### src/rtl/fft_stage_sequencer.sv
// fft_stage_sequencer
//   Control sequencer for an iterative, in-place radix-2 Cooley-Tukey FFT.
//   A transform starts with a start handshake. The sequencer then walks
//   every stage in turn. For each stage it issues SIZE_FFT/2 butterfly
//   commands to one shared butterfly unit, each as a valid/ready beat.
//   It waits for the datapath to drain before moving to the next stage.
//   After the last stage it raises done_val until the completion is
//   acknowledged.
//
// Ports
//   clk, reset_n        clock, asynchronous active-low reset
//   sine_wave_in        flattened sine table; entry m = sin(2*pi*m/N) at
//                       bits [m*BIT_WIDTH +: BIT_WIDTH]
//   start_val/start_rdy transform request handshake (ready only when idle)
//   bfly_val/bfly_rdy   butterfly command handshake
//   bfly_addr_a/b       upper/lower operand addresses
//   twiddle_real/imag   twiddle factor for the current butterfly
//   bfly_stage          current stage number
//   drain_done          datapath has written back the current stage
//   done_val/done_rdy   completion handshake
module fft_stage_sequencer #(
    parameter int BIT_WIDTH  = 32,
    parameter int DECIMAL_PT = 16,
    parameter int SIZE_FFT   = 8,
    parameter int LOG_N      = $clog2(SIZE_FFT)
) (
    input  logic                           clk,
    input  logic                           reset_n,
    input  logic [BIT_WIDTH*SIZE_FFT-1:0]  sine_wave_in,
    input  logic                           start_val,
    output logic                           start_rdy,
    output logic                           bfly_val,
    input  logic                           bfly_rdy,
    output logic [LOG_N-1:0]               bfly_addr_a,
    output logic [LOG_N-1:0]               bfly_addr_b,
    output logic [BIT_WIDTH-1:0]           twiddle_real,
    output logic [BIT_WIDTH-1:0]           twiddle_imaginary,
    output logic [$clog2(LOG_N):0]         bfly_stage,
    input  logic                           drain_done,
    output logic                           done_val,
    input  logic                           done_rdy
);

    localparam int SW = $clog2(LOG_N) + 1;

    localparam logic [1:0] S_IDLE  = 2'd0;
    localparam logic [1:0] S_ISSUE = 2'd1;
    localparam logic [1:0] S_DRAIN = 2'd2;
    localparam logic [1:0] S_DONE  = 2'd3;

    // SIZE_FFT/2-1 is all ones in the LOG_N-1 bit butterfly counter.
    localparam logic [LOG_N-2:0] BFLY_LAST  = '1;
    localparam logic [SW-1:0]    STAGE_LAST = SW'(LOG_N - 1);
    localparam logic [LOG_N-1:0] QUARTER    = LOG_N'(SIZE_FFT / 4);

    if ((SIZE_FFT < 4) || ((SIZE_FFT & (SIZE_FFT - 1)) != 0) ||
        (DECIMAL_PT >= BIT_WIDTH)) begin : g_param_check
        $error("fft_stage_sequencer: invalid parameterisation");
    end

    logic [1:0]       state_q, state_d;
    logic [SW-1:0]    stage_q, stage_d;
    logic [LOG_N-2:0] bfly_q,  bfly_d;

    always_ff @(posedge clk or negedge reset_n) begin
        if (!reset_n) begin
            state_q <= S_IDLE;
            stage_q <= '0;
            bfly_q  <= '0;
        end else begin
            state_q <= state_d;
            stage_q <= stage_d;
            bfly_q  <= bfly_d;
        end
    end

    always_comb begin
        state_d = state_q;
        stage_d = stage_q;
        bfly_d  = bfly_q;
        case (state_q)
            S_IDLE: begin
                if (start_val) begin
                    stage_d = '0;
                    bfly_d  = '0;
                    state_d = S_ISSUE;
                end
            end
            S_ISSUE: begin
                if (bfly_rdy) begin
                    if (bfly_q == BFLY_LAST) begin
                        bfly_d  = '0;
                        state_d = S_DRAIN;
                    end else begin
                        bfly_d = bfly_q + 1'b1;
                    end
                end
            end
            S_DRAIN: begin
                if (drain_done) begin
                    if (stage_q == STAGE_LAST) begin
                        state_d = S_DONE;
                    end else begin
                        stage_d = stage_q + 1'b1;
                        state_d = S_ISSUE;
                    end
                end
            end
            S_DONE: begin
                if (done_rdy) begin
                    state_d = S_IDLE;
                end
            end
            default: state_d = S_IDLE;
        endcase
    end

    // Butterfly geometry for stage s and index b:
    //   m = b mod 2^s, g = b >> s, a = g*2^(s+1) + m, b_addr = a + 2^s
    //   twiddle index idx = m << (LOG_N-1-s)
    logic [LOG_N-1:0]     b_ext, span, m_low, grp, addr_a, addr_b, tw_idx, re_idx;
    logic [SW-1:0]        tw_shift;
    logic [BIT_WIDTH-1:0] sin_re, sin_im;

    always_comb begin
        b_ext    = {1'b0, bfly_q};
        span     = LOG_N'(1) << stage_q;
        m_low    = b_ext & (span - 1'b1);
        grp      = b_ext >> stage_q;
        addr_a   = (grp << (stage_q + 1'b1)) | m_low;
        addr_b   = addr_a + span;
        tw_shift = STAGE_LAST - stage_q;
        tw_idx   = m_low << tw_shift;
        // cos(x) = sin(x + pi/2): quarter-table offset, wrapping mod N.
        re_idx   = tw_idx + QUARTER;
        sin_re   = sine_wave_in[32'(re_idx) * BIT_WIDTH +: BIT_WIDTH];
        sin_im   = sine_wave_in[32'(tw_idx) * BIT_WIDTH +: BIT_WIDTH];
    end

    logic issue;
    assign issue = (state_q == S_ISSUE);

    // Gated with reset_n so start_rdy drops the instant reset asserts.
    assign start_rdy         = reset_n && (state_q == S_IDLE);
    assign done_val          = (state_q == S_DONE);
    assign bfly_val          = issue;
    assign bfly_addr_a       = issue ? addr_a : '0;
    assign bfly_addr_b       = issue ? addr_b : '0;
    assign twiddle_real      = issue ? sin_re : '0;
    // Plain two's-complement negate: the most negative sample wraps to itself.
    assign twiddle_imaginary = issue ? ('0 - sin_im) : '0;
    assign bfly_stage        = issue ? stage_q : '0;

endmodule

### config.mk
export PLATFORM = sky130hd
export DESIGN_NAME = fft_stage_sequencer
export DESIGN_NICKNAME = d
export VERILOG_FILES = /design/src/rtl/fft_stage_sequencer.sv
export SDC_FILE = /design/constraint.sdc
export NUM_CORES = 1
export LEC_CHECK = 0
export CORE_AREA = 2 2 133 135
export DETAILED_ROUTE_END_ITERATION = 10
export DIE_AREA = 0 0 135 137
export MAX_ROUTING_LAYER = met4
export PLACE_DENSITY = 0.72
export SLEW_MARGIN = 20
export SYNTH_ARGS = -nofsm -noshare
export SYNTH_HDL_FRONTEND = slang
export SYNTH_SLANG_ARGS = --single-unit
### constraint.sdc
create_clock -name clk -period 5.4 [get_ports clk]
set_input_delay 1.08 -clock clk [delete_from_list [all_inputs] [get_ports clk]]
set_output_delay 1.08 -clock clk [all_outputs]
set_load 0.1 [all_outputs]
==> results.py <==
metrics = {
    "grt": {
        "grt_pass1_wl_mm": 32.4,
        "grt_usage": 0.224,
        "antenna_found_initial": 0,
        "grt_start_max_net_pins": 37,
        "grt_pass1_vias": 6172,
        "grt.overflow.total": 0,
    },
    "synth": {
        "synth_fp_nets": 928,
        "synthesis.area_sq_um": 4900,
        "synth.distinct_cells": 61,
        "synth_warnings": 0,
        "async_flop_share": 1.00,
        "yosys.area.top_type": "mux2i_1",
        "yosysSeqAreaShare": 0.0357,
        "synth_top_area_share": 0.508,
        "synth_ff_type": "dfrtp_1",
        "syn-instance-count": 658,
        "synth-seq-cells": 7,
        "ys_top_cells_by_area": "mux2i_1 51%, nand2_1 6.2%, nor2_1 4.5%",
        "avgSynthCellArea_sq_um": 7.45,
        "synth-edff-count": 0,
    },
    "floorplanning": {
        "fp.dieH_um": 137,
        "core-area_sq_um": 17100,
        "die_w_um": 135,
        "rows": 48,
        "start_util": 0.288,
        "io_pins": 338,
        "die_area_sq_um": 18500,
    },
    "clock_tree": {
        "cts_buffers": 3,
        "cts.path.max_buffers": 2,
        "root_buffer": "clkbuf_16",
        "clk_pin_slew_ns": 0.04,
        "cts_sinks": 7,
        "insertion_delay_ns": 0.23,
        "hold_buffers": 0,
        "htree_levels": 1,
        "cts_tree": "done",
    },
    "pwr": {
        "p_int_mw": 2.01,
        "p_sw_mw": 3.93,
        "pwr-share-seq": 0.021,
        "irDropWorstVdd_v": 0.00104,
        "p_total_mw": 5.94,
        "switching_share": 0.661,
        "powerDensity_nw_per_um2": 619,
        "clockPowerShare": 0.021,
        "leakagePower_nw": 4.58,
        "p_comb_frac": 0.958,
    },
    "timing": {
        "fin_skew_ns": 0.000404,
        "whs_ns": 0.641,
        "fmax_mhz": 191,
        "drv_slew": 0,
        "worstMarginPinSlew_ns": 0.975,
        "final_hold_viol_count": 0,
        "period_share": 0.971,
        "fin_crit_ns": 5.24,
        "maxSlewHeadroom": 0.348,
        "fin_setup_tns_ns": 0,
        "setup_viol": 0,
    },
    "worst_setup_path": {
        "cp_common_cell": "mux2i_1",
        "worstSetupEndpointType": "output port",
        "cp_slowest_cell": "dfrtp_1",
        "crit_arrival_ns": 4.16,
        "crit_chain": "ha_2 -> and2_4 -> o211ai_1 -> buf_6 -> buf_16 -> buf_4 -> mux2i_1 -> mux2i_1 -> mux2i_1 -> and4_1 -> nand3_1 -> buf_4 -> or3_4 -> a21oi_4 -> buf_12",
        "critPathMaxStageDelay_ns": 0.44,
        "worstPathMaxFanout": 19,
        "r2r_slack_ns": 3.67,
        "required_ns": 4.32,
        "start_kind": "flop",
        "critPathKind": "reg2out",
    },
    "placement": {
        "gp_congestion": 0.838,
        "dpl.hpwl_mm": 17.6,
        "io_buffers": 335,
        "place_area_sq_um": 9280,
    },
    "detailed_routing": {
        "dr.first_iter.drc_count": 209,
        "routedWlPerCell_um": 17.7,
        "drc": 0,
        "first_pass_iters": 4,
        "vias": 6278,
        "wl_mm": 21.8,
        "via_per_inst": 5.10,
        "ant_nets": 0,
    },
    "finish": {
        "nets": 1278,
        "syn_to_final_growth_pct": 95.7,
        "n_antenna_cell": 0,
        "drive_above_1_share": 0.191,
        "utilization": 0.563,
        "design_area_sq_um": 9600,
    },
    "job": {
        "drv_cap": 0,
    },
    "status": {
        "status": "completed",
    },
    "hold_path": {
        "hp-class": "reg2reg",
    },
}
-- power groups by stage --
stage | registers [mW] | clock network (mW) | logic, mW
global route | 0.130 | 0.133 | 5.91
detailed placement | 0.124 | 0 | 5.61
global placement | 0.121 | 0 | 5.60
CTS | 0.123 | 0.128 | 5.64
finish | 0.124 | 0.127 | 5.69
floorplan | 0.0941 | 0 | 3.89
-- final timing paths --
path                                   startpoint                     end  cells past startpoint
max                        stage_q[0]$_DFFE_PN0P_   twiddle_imaginary[24]                     15
min                         bfly_q[1]$_DFFE_PN0P_   bfly_q[1]$_DFFE_PN0P_                      1
max reg2reg                stage_q[0]$_DFFE_PN0P_  stage_q[2]$_DFFE_PN0P_                      8
min reg2reg                 bfly_q[1]$_DFFE_PN0P_   bfly_q[1]$_DFFE_PN0P_                      1
max in group asynchronous                 reset_n   bfly_q[0]$_DFFE_PN0P_                      1
min in group asynchronous                 reset_n  state_q[0]$_DFFE_PN0P_                      1
-- kinds of logic (layout without fill, tap and decap cells) --
family,Yosys count,in the layout,synth area share
xor+xnor,16,16,0.0286
buf+inv,61,410,0.0622
compound gates,85,85,0.111
flops,7,7,0.0357
mux,251,251,0.513
simple gates,230,230,0.227
fa+ha+maj,8,8,0.0219
-- metrics by stage --
step / setup WS (ns) / cells
6_report: 0.157 / 1232
5_1_grt: -0.00553 / 1232
4_1_cts: 0.0159 / 1219
3_5_place_dp: 0.124 / 1214
3_3_place_gp: 0.142 / 1214
2_1_floorplan: -0.0832 / 658
-- synthesized netlist by cell type, types with 2 or more instances --
| cell | count |
|---|---|
| nand4_1 | 7 |
| xnor2_1 | 15 |
| mux2i_1 | 249 |
| buf_4 | 2 |
| nor3_1 | 5 |
| a22o_1 | 2 |
| nor2b_1 | 7 |
| nor3b_1 | 4 |
| nand3_1 | 18 |
| buf_1 | 3 |
| a21oi_1 | 30 |
| nand2b_1 | 5 |
| nor4_1 | 4 |
| o31ai_1 | 3 |
| a31oi_1 | 6 |
| buf_2 | 21 |
| o21ai_0 | 16 |
| inv_1 | 7 |
| or3_1 | 11 |
| a2111o_1 | 2 |
| inv_2 | 2 |
| buf_6 | 2 |
| nor2_1 | 59 |
| mux2_2 | 2 |
| o21ai_1 | 7 |
| and3b_1 | 2 |
| and3_1 | 6 |
| and2_1 | 7 |
| clkbuf_1 | 22 |
| nand2_1 | 81 |
| a41o_1 | 5 |
| dfrtp_1 | 7 |
| ha_1 | 7 |
| and4_1 | 5 |
-- worst max-delay path: cells and delay by family, from the launching register on --
kind	cells	cell delay, ns
muxes	3	0.57
buffers and inverters	5	1.05
adders and majority gates	1	0.27
AOI/OAI and AO/OA	2	0.43
and+or+nand+nor	4	1.16
DFF	1	0.44
-- timing repair --
action | 4_1_cts | 5_1_grt
pin swaps | 0 | 4
gates cloned | 1 | 1
resized for setup | 3 | 17
setup buffers | 0 | 12
setup endpoints to repair | 4 | 10
-- cell usage in the layout, fill, tap and decap left out, types with 6 or more instances in the layout --
master / n
a21oi_1: 20
a31oi_1: 6
and2_1: 7
and3_1: 6
buf_12: 50
buf_4: 74
clkdlybuf4s50_1: 265
dfrtp_1: 7
inv_1: 7
mux2i_1: 236
mux2i_2: 11
nand2_1: 80
nand3_1: 18
nand4_1: 7
nor2_1: 47
nor2_2: 12
nor2b_1: 7
o21ai_0: 16
o21ai_1: 6
or3_1: 10
xnor2_1: 15
-- metal layers --
layer	part of all wire	GRT usage	wire, um	vias to the layer above
li1	-	-	-	3114
met4	0.017	0.0388	378	0
met1	0.41	0.264	8990	2900
met3	0.066	0.0348	1450	26
met2	0.50	0.407	11000	238
met5	0	-	0	-
-- final cells by class --
class                      instances  area [sq um]
clock buffer                       3          75.1
clock inverter                     1          5.00
fill                            1578          7460
inverter                           9          36.3
multi-input combinational        590          4680
sequential                         7           175
tap                              225           282
timing repair buffer             397          4340
-- registers in the layout (all words and copies together), names as in the netlist --
| register | cells |
|---|---|
| state_q | 2 |
| stage_q | 3 |
| bfly_q | 2 |
Note: power is estimated with default switching activity, not from simulation.
